$ cat config.mk
export PLATFORM = sky130hd
export DESIGN_NAME = riscv_dmem_bridge
export DESIGN_NICKNAME = d
export VERILOG_FILES = /design/src/rtl/riscv_dmem_pkg.sv /design/src/rtl/riscv_dmem_wbuf.sv /design/src/rtl/riscv_dmem_bridge.sv
export SDC_FILE = /design/constraint.sdc
export NUM_CORES = 1
export LEC_CHECK = 0
export ABC_AREA = 0
export CORE_MARGIN = 2
export CORE_UTILIZATION = 41
export CTS_BUF_LIST = sky130_fd_sc_hd__clkbuf_4 sky130_fd_sc_hd__clkbuf_8 sky130_fd_sc_hd__clkbuf_16
export CTS_CLUSTER_DIAMETER = 100
export DETAILED_ROUTE_END_ITERATION = 10
export HOLD_SLACK_MARGIN = 0.02
export PLACE_DENSITY = 0.86
export REMOVE_ABC_BUFFERS = 1
export SYNTH_ARGS = -nofsm -noshare
export SYNTH_HDL_FRONTEND = slang
export SYNTH_SLANG_ARGS = --single-unit
$ cat constraint.sdc
create_clock -name clk_i -period 2.3 [get_ports clk_i]
set_input_delay 0.345 -clock clk_i [delete_from_list [all_inputs] [get_ports clk_i]]
set_output_delay 0.345 -clock clk_i [all_outputs]
set_load 0.02 [all_outputs]
$ cat src/rtl/riscv_dmem_pkg.sv
// Shared types and constants for the data-memory bridge (riscv_dmem_bridge).
package riscv_dmem_pkg;

  typedef enum logic [1:0] {
    IDLE   = 2'd0,
    REQ    = 2'd1,
    WAIT_R = 2'd2,
    RESP   = 2'd3
  } dmem_state_t;

  localparam logic [31:0] DEAD_DATA_DEF = 32'hDEAD_BEEF;
  localparam logic [31:0] WORD_MASK     = 32'hFFFF_FFFC;

  function automatic logic [31:0] word_addr(input logic [31:0] byte_addr);
    return byte_addr & WORD_MASK;
  endfunction

endpackage

$ cat src/rtl/riscv_dmem_wbuf.sv
// One-entry posted-write buffer; used by riscv_dmem_bridge only when RISCV_DMEM_WBUF_EN is defined.
module riscv_dmem_wbuf (
  input  logic        clk_i,
  input  logic        rst_ni,
  input  logic        push_i,
  input  logic [31:0] addr_i,
  input  logic [31:0] data_i,
  input  logic        pop_i,
  output logic        full_o,
  output logic [31:0] addr_o,
  output logic [31:0] data_o
);

  logic        vld_q, vld_d;
  logic [31:0] addr_q, addr_d;
  logic [31:0] data_q, data_d;

  always_comb begin
    vld_d  = vld_q;
    addr_d = addr_q;
    data_d = data_q;
    if (pop_i) begin
      vld_d = 1'b0;
    end
    // A push is only honoured into an empty slot; the bridge stalls the core otherwise.
    if (push_i && !vld_q) begin
      vld_d  = 1'b1;
      addr_d = addr_i;
      data_d = data_i;
    end
  end

  always_ff @(posedge clk_i or negedge rst_ni) begin
    if (!rst_ni) begin
      vld_q  <= 1'b0;
      addr_q <= '0;
      data_q <= '0;
    end else begin
      vld_q  <= vld_d;
      addr_q <= addr_d;
      data_q <= data_d;
    end
  end

  assign full_o = vld_q;
  assign addr_o = addr_q;
  assign data_o = data_q;

endmodule

$ cat src/rtl/riscv_dmem_bridge.sv
// Core load/store port to req/gnt/rvalid bus bridge with timeout and sticky error.
// Optional posted writes through a one-entry buffer when RISCV_DMEM_WBUF_EN is defined.
module riscv_dmem_bridge
  import riscv_dmem_pkg::*;
#(
  parameter int unsigned TIMEOUT_CYCLES = 64,
  parameter int unsigned CNT_W          = 8,
  parameter logic [31:0] DEAD_DATA      = DEAD_DATA_DEF
) (
  input  logic        clk_i,
  input  logic        rst_ni,
  input  logic [31:0] cpu_addr_i,
  input  logic [31:0] cpu_wdata_i,
  input  logic        cpu_rden_i,
  input  logic        cpu_wren_i,
  output logic [31:0] cpu_rdata_o,
  output logic        cpu_data_av_o,
  output logic        cpu_busy_o,
  output logic        bus_req_o,
  output logic        bus_we_o,
  output logic [31:0] bus_addr_o,
  output logic [31:0] bus_wdata_o,
  input  logic        bus_gnt_i,
  input  logic        bus_rvalid_i,
  input  logic [31:0] bus_rdata_i,
  output logic        err_o
);

  localparam bit               TMO_EN  = (TIMEOUT_CYCLES != 0);
  localparam logic [CNT_W-1:0] TMO_VAL = CNT_W'(TIMEOUT_CYCLES);

  dmem_state_t      state_q, state_d;
  logic [31:0]      addr_q, addr_d;
  logic [31:0]      wdata_q, wdata_d;
  logic             we_q, we_d;
  logic [31:0]      rdata_q, rdata_d;
  logic             err_q, err_d;
  logic [CNT_W-1:0] cnt_q, cnt_d;
  logic             tmo_hit;
  logic             bus_req, data_av, busy;

`ifdef RISCV_DMEM_WBUF_EN
  logic        wbuf_push, wbuf_pop, wbuf_full;
  logic [31:0] wbuf_addr, wbuf_data;

  riscv_dmem_wbuf u_wbuf (
    .clk_i  (clk_i),
    .rst_ni (rst_ni),
    .push_i (wbuf_push),
    .addr_i (word_addr(cpu_addr_i)),
    .data_i (cpu_wdata_i),
    .pop_i  (wbuf_pop),
    .full_o (wbuf_full),
    .addr_o (wbuf_addr),
    .data_o (wbuf_data)
  );

  // Every bus write is a buffer drain; the slot is freed once it is granted or aborted.
  assign wbuf_pop = (state_q == REQ) && we_q && (bus_gnt_i || tmo_hit);
`endif

  assign tmo_hit = TMO_EN && (cnt_q == TMO_VAL) &&
                   ((state_q == REQ) || (state_q == WAIT_R));

  always_comb begin
    state_d = state_q;
    addr_d  = addr_q;
    wdata_d = wdata_q;
    we_d    = we_q;
    rdata_d = rdata_q;
    err_d   = err_q;
    cnt_d   = cnt_q;
    bus_req = 1'b0;
    data_av = 1'b0;
    busy    = 1'b0;
`ifdef RISCV_DMEM_WBUF_EN
    wbuf_push = 1'b0;
`endif
    case (state_q)
      IDLE: begin
`ifdef RISCV_DMEM_WBUF_EN
        if (wbuf_full) begin
          busy    = cpu_rden_i | cpu_wren_i;
          addr_d  = wbuf_addr;
          wdata_d = wbuf_data;
          we_d    = 1'b1;
          cnt_d   = '0;
          state_d = REQ;
        end else if (cpu_wren_i) begin
          wbuf_push = 1'b1;
          if (cpu_rden_i) begin
            err_d = 1'b1;
          end
        end else if (cpu_rden_i) begin
          busy    = 1'b1;
          addr_d  = word_addr(cpu_addr_i);
          we_d    = 1'b0;
          cnt_d   = '0;
          state_d = REQ;
        end
`else
        busy = cpu_rden_i | cpu_wren_i;
        if (cpu_rden_i || cpu_wren_i) begin
          addr_d  = word_addr(cpu_addr_i);
          wdata_d = cpu_wdata_i;
          // A simultaneous read is dropped in favour of the write and flagged.
          we_d    = cpu_wren_i;
          cnt_d   = '0;
          state_d = REQ;
          if (cpu_rden_i && cpu_wren_i) begin
            err_d = 1'b1;
          end
        end
`endif
      end
      REQ: begin
        busy  = 1'b1;
        cnt_d = cnt_q + CNT_W'(1);
        if (tmo_hit) begin
          err_d = 1'b1;
          if (we_q) begin
            state_d = IDLE;
          end else begin
            rdata_d = DEAD_DATA;
            state_d = RESP;
          end
        end else begin
          bus_req = 1'b1;
          if (bus_gnt_i) begin
            state_d = we_q ? IDLE : WAIT_R;
          end
        end
      end
      WAIT_R: begin
        busy  = 1'b1;
        cnt_d = cnt_q + CNT_W'(1);
        if (tmo_hit) begin
          err_d   = 1'b1;
          rdata_d = DEAD_DATA;
          state_d = RESP;
        end else if (bus_rvalid_i) begin
          rdata_d = bus_rdata_i;
          state_d = RESP;
        end
      end
      RESP: begin
        data_av = 1'b1;
        state_d = IDLE;
      end
      default: begin
        state_d = IDLE;
      end
    endcase
  end

  always_ff @(posedge clk_i or negedge rst_ni) begin
    if (!rst_ni) begin
      state_q <= IDLE;
      addr_q  <= '0;
      wdata_q <= '0;
      we_q    <= 1'b0;
      rdata_q <= '0;
      err_q   <= 1'b0;
      cnt_q   <= '0;
    end else begin
      state_q <= state_d;
      addr_q  <= addr_d;
      wdata_q <= wdata_d;
      we_q    <= we_d;
      rdata_q <= rdata_d;
      err_q   <= err_d;
      cnt_q   <= cnt_d;
    end
  end

  assign cpu_rdata_o   = rdata_q;
  assign cpu_data_av_o = data_av;
  assign cpu_busy_o    = busy;
  assign bus_req_o     = bus_req;
  assign bus_we_o      = we_q;
  assign bus_addr_o    = addr_q;
  assign bus_wdata_o   = wdata_q;
  // The timeout cycle itself already reports the error, before the sticky flag lands.
  assign err_o         = err_q | tmo_hit;

endmodule
==> results_dict.tcl, run 1 <==
set metrics [dict create \
    outcome "finished, final reports clean" \
    finish.utilization 0.6586 \
    row_count 37 \
    wl_met1_mm 4.383 \
    grt_max_degree 64 \
    clk_pin_slew_ps 100 \
    stdcell_area_mm2 0.006738 \
    met3RoutedLength_um 588 \
    leakage_nw 2.727 \
    drt_iter0_markers 156 \
    ant_nets 0 \
    routed-via-count 3260 \
    fin_worst_skew_ps 8.975 \
    synth-seq-cells 106 \
    num_io_pins 203 \
    grt_use_total 0.1995 \
    place_area_mm2 0.006480 \
    place.port_buffers 198 \
    syn_area_mm2 0.004293 \
    wl_met2_mm 5.992 \
    endpoint "bus_req_o" \
    wl_mm 11.20 \
    nNetsFinal 616 \
    start_util 0.4196 \
    yosys.cell_types.count 38 \
    multiInputGateArea_mm2 0.001563 \
    cap_violations 0 \
    grt_pass1_wl_mm 17.55 \
    final.min_clock_period_ps 2181 \
    seq_area_frac_synth 0.6179 \
    first_pass_iters 4 \
    synth_top_area_cell "dfrtp_1" \
    cts_num_sinks 106 \
    hold_violations 0 \
    powerDensity_mw_per_mm2 1340 \
    cts_made_buffers 9 \
    core_mm2 0.01023 \
    final_cell_mix "clkdlybuf4s50_1 (194), dfrtp_1 (106), mux2_2 (63), o22a_2 (24), buf_4 (14)" \
    worstRegToRegCells 6 \
    max-vdd-ir-drop_uv 962.3 \
    setup_violations 0 \
    die-area_mm2 0.01131 \
    maxUsedRoutingLayer "met4" \
    antenna-diode-count 0 \
    syn2layout_area_growth_pct 56.95 \
    critPathLaunch "state_q[0]$_DFFE_PN0P_" \
    drive_gt1_frac 0.2480 \
    synthCells 296 \
    regToRegStartpoint "state_q[0]$_DFFE_PN0P_" \
    wl_per_cell_um 17.29 \
    viasPerCell 5.031 \
    clock.fmax_mhz 458.4 \
    root_buffer "clkbuf_8" \
    fin_crit_sh 0.9484 \
    rsz0062_at_grt "no" \
    seqCellArea_mm2 0.002653 \
    yosys-top-cells-area "dfrtp_1 (62%), mux2_2 (17%), o22a_2 (5.6%), ha_1 (2.0%), a22o_1 (1.6%)" \
    htree_levels 3 \
    yosysTopAreaCellShare 0.6179 \
    grt-ovfl-total 0 \
    reg2reg_slack_ps 220 \
    yosysWarnings 0 \
    slew_violations 0 \
    criticalPathCategory "flop to output pin" \
    hold_path_class "primary input to async pin" \
    crit_path_start_kind "flop" \
    antenna_found_initial 0 \
    grt_pass1_vias 3439 \
    insertion_delay_ps 370 \
    crit_arrival_ps 1840 \
    die_w_um 106.3 \
    die_h_um 106.3 \
    critPathCaptureType "output pin" \
    hpwl_mm 8.513 \
    cts_tree "built" \
    clock_path_buffers 2 \
    path_max_fanout 4 \
    final_common_cell "clkdlybuf4s50_1" \
    gp_congestion 0.8468 \
    nFillCells 765 \
    drcViolationCount 0 \
    worstPathRequired_ps 1960 \
    postSynthAreaPerCell_um2 14.50 \
]
==> cell families (layout without fill, tap and decap cells) <==
| group | count (synthesis) | in the layout | synth area share |
|---|---|---|---|
| compound gates | 59 | 59 | 0.1175 |
| fa+ha+maj | 7 | 7 | 0.02040 |
| buf+inv | 22 | 237 | 0.02594 |
| flops | 106 | 106 | 0.6179 |
| mux | 63 | 63 | 0.1653 |
| other cells | 1 | 2 | 0.0008735 |
| simple gates | 38 | 38 | 0.05217 |
==> worst max-delay path, stage by stage, from the launching register on <==
cell	delay, ps
dfrtp_1	410
inv_1	130
ha_4	310
nand4_1	120
and2_1	180
dlygate4sd2_1	320
==> through the flow <==
stage                     setup slack, ps  setup TNS [ps]  instances  hold WS, ps  power (mW)
after floorplan                     -1902          -93830        282        49.41       5.611
after global placement              168.0               0        627        306.0       7.665
after detailed placement            132.2               0        627        310.2       7.856
after CTS                           24.48               0        644        444.4       9.018
after global routing                31.52               0        648        470.3       9.500
final                               118.7               0        648        438.5       9.026
==> cell type report <==
| cell class | count | area share |
|---|---|---|
| flip-flops and latches | 106 | 0.3937 |
| repair buffers | 214 | 0.3151 |
| multi-input cells | 169 | 0.2319 |
| well taps | 136 | 0.02526 |
| clock buffers | 10 | 0.02043 |
| clock inverters | 6 | 0.009656 |
| inverters | 7 | 0.003900 |
==> Yosys cell counts <==
master     count
dfrtp_1      106
mux2_2        63
o22a_2        24
o21ai_0       10
nand2_1        9
a22o_1         8
ha_1           7
inv_1          7
nand3_1        6
buf_2          5
clkbuf_1       5
a31oi_1        4
nor2_1         4
nor2b_1        4
o31ai_1        4
a2bb2oi_1      2
and2_1         2
and3_1         2
buf_4          2
buf_6          2
nand4_1        2
nor3_1         2
a21boi_0       1
a21oi_1        1
a221o_2        1
a221oi_4       1
and3_2         1
buf_1          1
conb_1         1
nand2b_1       1
nand4b_1       1
nor3b_1        1
nor4b_4        1
nor4bb_1       1
o21a_1         1
o21ai_1        1
o41ai_1        1
or3b_2         1
==> routing by layer <==
| metal | GRT usage | vias up |
|---|---|---|
| met2 | 0.3594 | 111 |
| met5 | 0 | - |
| met4 | 0.08741 | 0 |
| li1 | - | 1493 |
| met3 | 0.03433 | 17 |
| met1 | 0.2322 | 1639 |
==> sequential cells by signal (all words and copies together) (netlist names), named ones only <==
name         count
bus_wdata_o     32
cpu_rdata_o     32
bus_addr_o      30
cnt_q            8
bus_we_o         1
err_q            1
state_q          1
==> power by group <==
group          switching (mW)  internal (mW)
Clock                   0.636          0.536
Sequential              0.412           2.61
Combinational            2.31           2.52
==> worst min path at each step <==
stage | start | end
3_3_place_gp | rst_ni | cpu_rdata_o[26]$_DFFE_PN0P_
6_report | rst_ni | cpu_rdata_o[26]$_DFFE_PN0P_
4_1_cts | rst_ni | cpu_rdata_o[15]$_DFFE_PN0P_
3_5_place_dp | rst_ni | cpu_rdata_o[15]$_DFFE_PN0P_
2_1_floorplan | rst_ni | async pin
5_1_grt | rst_ni | cpu_rdata_o[26]$_DFFE_PN0P_
==> timing repair <==
item	in CTS	in global routing
endpoints found under the hold margin	28	0
setup endpoints to repair	3	3
resized for setup	3	2
buffers inserted	0	4
hold buffers	1	0
Note: power is estimated with default switching activity, not from simulation.
==> run 2, diff against run 1 <==
Settings changed: ABC_AREA 0 to unset.
==> results of run 2 <==
Same layout as run 1: the final DEF is identical, and so are final timing and power.
==> patch (settings of run 1) <==
`TIMEOUT_CYCLES`: 64 -> 32.
--- a/src/rtl/riscv_dmem_bridge.sv
+++ b/src/rtl/riscv_dmem_bridge.sv
@@ -5,3 +5,3 @@
 #(
-  parameter int unsigned TIMEOUT_CYCLES = 64,
+  parameter int unsigned TIMEOUT_CYCLES = 32,
   parameter int unsigned CNT_W          = 8,
Check against the original RTL: no difference found for any inputs over 10 cycles, from zero or initial values and one cycle with rst_ni low; that may be too few to reach the edited logic, so the function may still have changed.
==> patch against run 1 <==
Sequential cell count unchanged. Count of clock-buffer cells in the layout grew 3. Synthesized cell count is 0.68% higher. Critical endpoint unchanged. Register-to-register slack worse by 0.02 ns. Largest cell class unchanged. Power decreased by 0.43%. Worst setup slack better by 0.022 ns. Routed wire length shrank 1.5%. Area after synthesis rose by 0.23%. Highest routed layer unchanged. Final area fell by 0.58%. Sequential power about the same.
==> patch: results (changes against run 1) <==
stage,metric,value,unit,change
outcome,status,finished clean,,unchanged
global_routing,vias in the first global route,3444,,was 3439
global_routing,GR Util met1,0.219,,was 0.232
worst_hold_path,hold depth,2,,
global_routing,largest net degree at the start of global routing,64,,unchanged
logic_synthesis,post-synth cell types,40,,was 38
global_routing,antenna violations before repair,0,,unchanged
clock_tree,clock buffer depth,2,,unchanged
power_and_ir_drop,Comb. pwr,4.75,mW,was 4.83 mW
setup_path,r2r setup slk,0.20,ns,was 0.22 ns
logic_synthesis,Mapped Cells,298,,was 296
cells_and_area,fin nets,613,,was 616
worst_hold_path,Hold Path Class,flip-flop to flip-flop,,was input pin to asynchronous set/reset pin
global_routing,GRT Resource Usage Total,0.195,,was 0.199
power_and_ir_drop,VDD IR max,0.000984,V,was 0.000962 V
logic_synthesis,register area share after synthesis,0.616,,was 0.618
setup_path,Worst Path Max Fanout,5,,was 4
power_and_ir_drop,combinational power share,0.528,,was 0.535
worst_hold_path,worst hold start,err_q$_DFFE_PN0P_,,
run,max-cap violations,0,,unchanged
logic_synthesis,"top cells by count, synth","dfrtp_1 (106), mux2_2 (63), o22a_2 (18)",,"was dfrtp_1 (106), mux2_2 (63), o22a_2 (24)"
placed_design,DP Worst Slack,0.0807,ns,was 0.132 ns
drt,initial DRC count,130,,was 156
clock_tree,clock root buffer,clkbuf_8,,unchanged
setup_path,slowest CP cell,dfrtp_1,,unchanged
timing,Slew @ Worst Pin,0.584,ns,
drt,WL/cell,17.1,µm,was 17.3 µm
drt,Via Count,3245,,was 3260
setup_path,CP max stage delay,0.42,ns,
setup_path,"Arr. time, crit path",1.81,ns,was 1.84 ns
drt,drt via density,5.03,,about the same
worst_hold_path,Hold EP,err_q$_DFFE_PN0P_,,
drt,routed length on met3,458,µm,was 588 µm
drt,met1 wire length,4.27,mm,was 4.38 mm
power_and_ir_drop,Seq pwr share,0.336,,was 0.335
setup_path,Worst R2R Path Depth,8,,was 6
logic_synthesis,Async SR Flop Fraction,1.00,,unchanged
power_and_ir_drop,LEAKAGE,2.70,nW,was 2.73 nW
global_routing,met3 Use GR,0.0221,,was 0.0343
cells_and_area,fillers,772,,was 765
placed_design,Post-DP HPWL,8.17,mm,was 8.51 mm
timing,Layout Skew,0.0136,ns,was 0.00897 ns
drt,Top Metal Used,met4,,unchanged
timing,Final Hold Slack,0.492,ns,was 0.439 ns
placed_design,Placer Congestion,0.762,,was 0.847
logic_synthesis,Synth Flop Type,dfrtp_1,,unchanged
cells_and_area,share of layout cells above drive strength 1,0.230,,was 0.248
power_and_ir_drop,internal power,5.68,mW,was 5.67 mW
global_routing,first-pass GRT wire length,17.3,mm,was 17.6 mm
placed_design,placed cell areas,6460,µm²,was 6480 µm²
logic_synthesis,"top cells by area, synth","dfrtp_1 (62%), mux2_2 (16%), o22a_2 (4.2%)",,"was dfrtp_1 (62%), mux2_2 (17%), o22a_2 (5.6%)"
global_routing,GRT met2 Usage,0.364,,was 0.359
clock_tree,cts bufs inserted,9,,unchanged
drt,WL met2,5.97,mm,was 5.99 mm
==> patch: cell type report <==
class | count | area (µm²) | area share
multi-input combinational | 171 | 1560 | 0.233
clock buffer | 13 | 166 | 0.0248
tap | 136 | 170 | 0.0254
timing repair buffer | 208 | 2070 | 0.309
sequential | 106 | 2650 | 0.396
inverter | 8 | 30.0 | 0.00448
clock inverter | 3 | 47.5 | 0.00710
==> patch: critical path: cells and delay by family, from the launching register on <==
family	cells	cell delay [ns]
fa+ha+maj	1	0.14
flops	1	0.42
buf+inv	2	0.23
simple gates	4	0.66
==> patch: cells by family after synthesis <==
| family | count (synthesis) | synth area share |
|---|---|---|
| flip-flops | 106 | 0.616 |
| multiplexers | 63 | 0.165 |
| AO/OA/AOI/OAI | 58 | 0.112 |
| AND/OR/NAND/NOR | 41 | 0.0564 |
| buffers and inverters | 22 | 0.0288 |
| adder cells (fa/ha/maj) | 7 | 0.0204 |
| other | 1 | 0.000872 |
==> patch: worst max-delay path by stage <==
stage | depth (start not counted) | slack [ns] | startpoint | end
floorplan | 2 | -1.90 | cpu_wren_i | cpu_busy_o
global placement | 7 | 0.14 | cnt_q[1]$_DFFE_PN0P_ | bus_req_o
detailed placement | 7 | 0.08 | cnt_q[1]$_DFFE_PN0P_ | bus_req_o
CTS | 7 | 0.02 | cnt_q[1]$_DFFE_PN0P_ | err_o
global route | 5 | 0.02 | flip-flop | cpu_busy_o
finish | 7 | 0.14 | cnt_q[1]$_DFFE_PN0P_ | bus_req_o
==> patch: what timing repair did <==
item | CTS | global route
buffers inserted | 0 | 1
cloned | 0 | 0
endpoints found under the setup margin | 3 | 25
endpoints found under the hold margin | 42 | 0
resized for setup | 10 | 2
hold buffers | 1 | 0
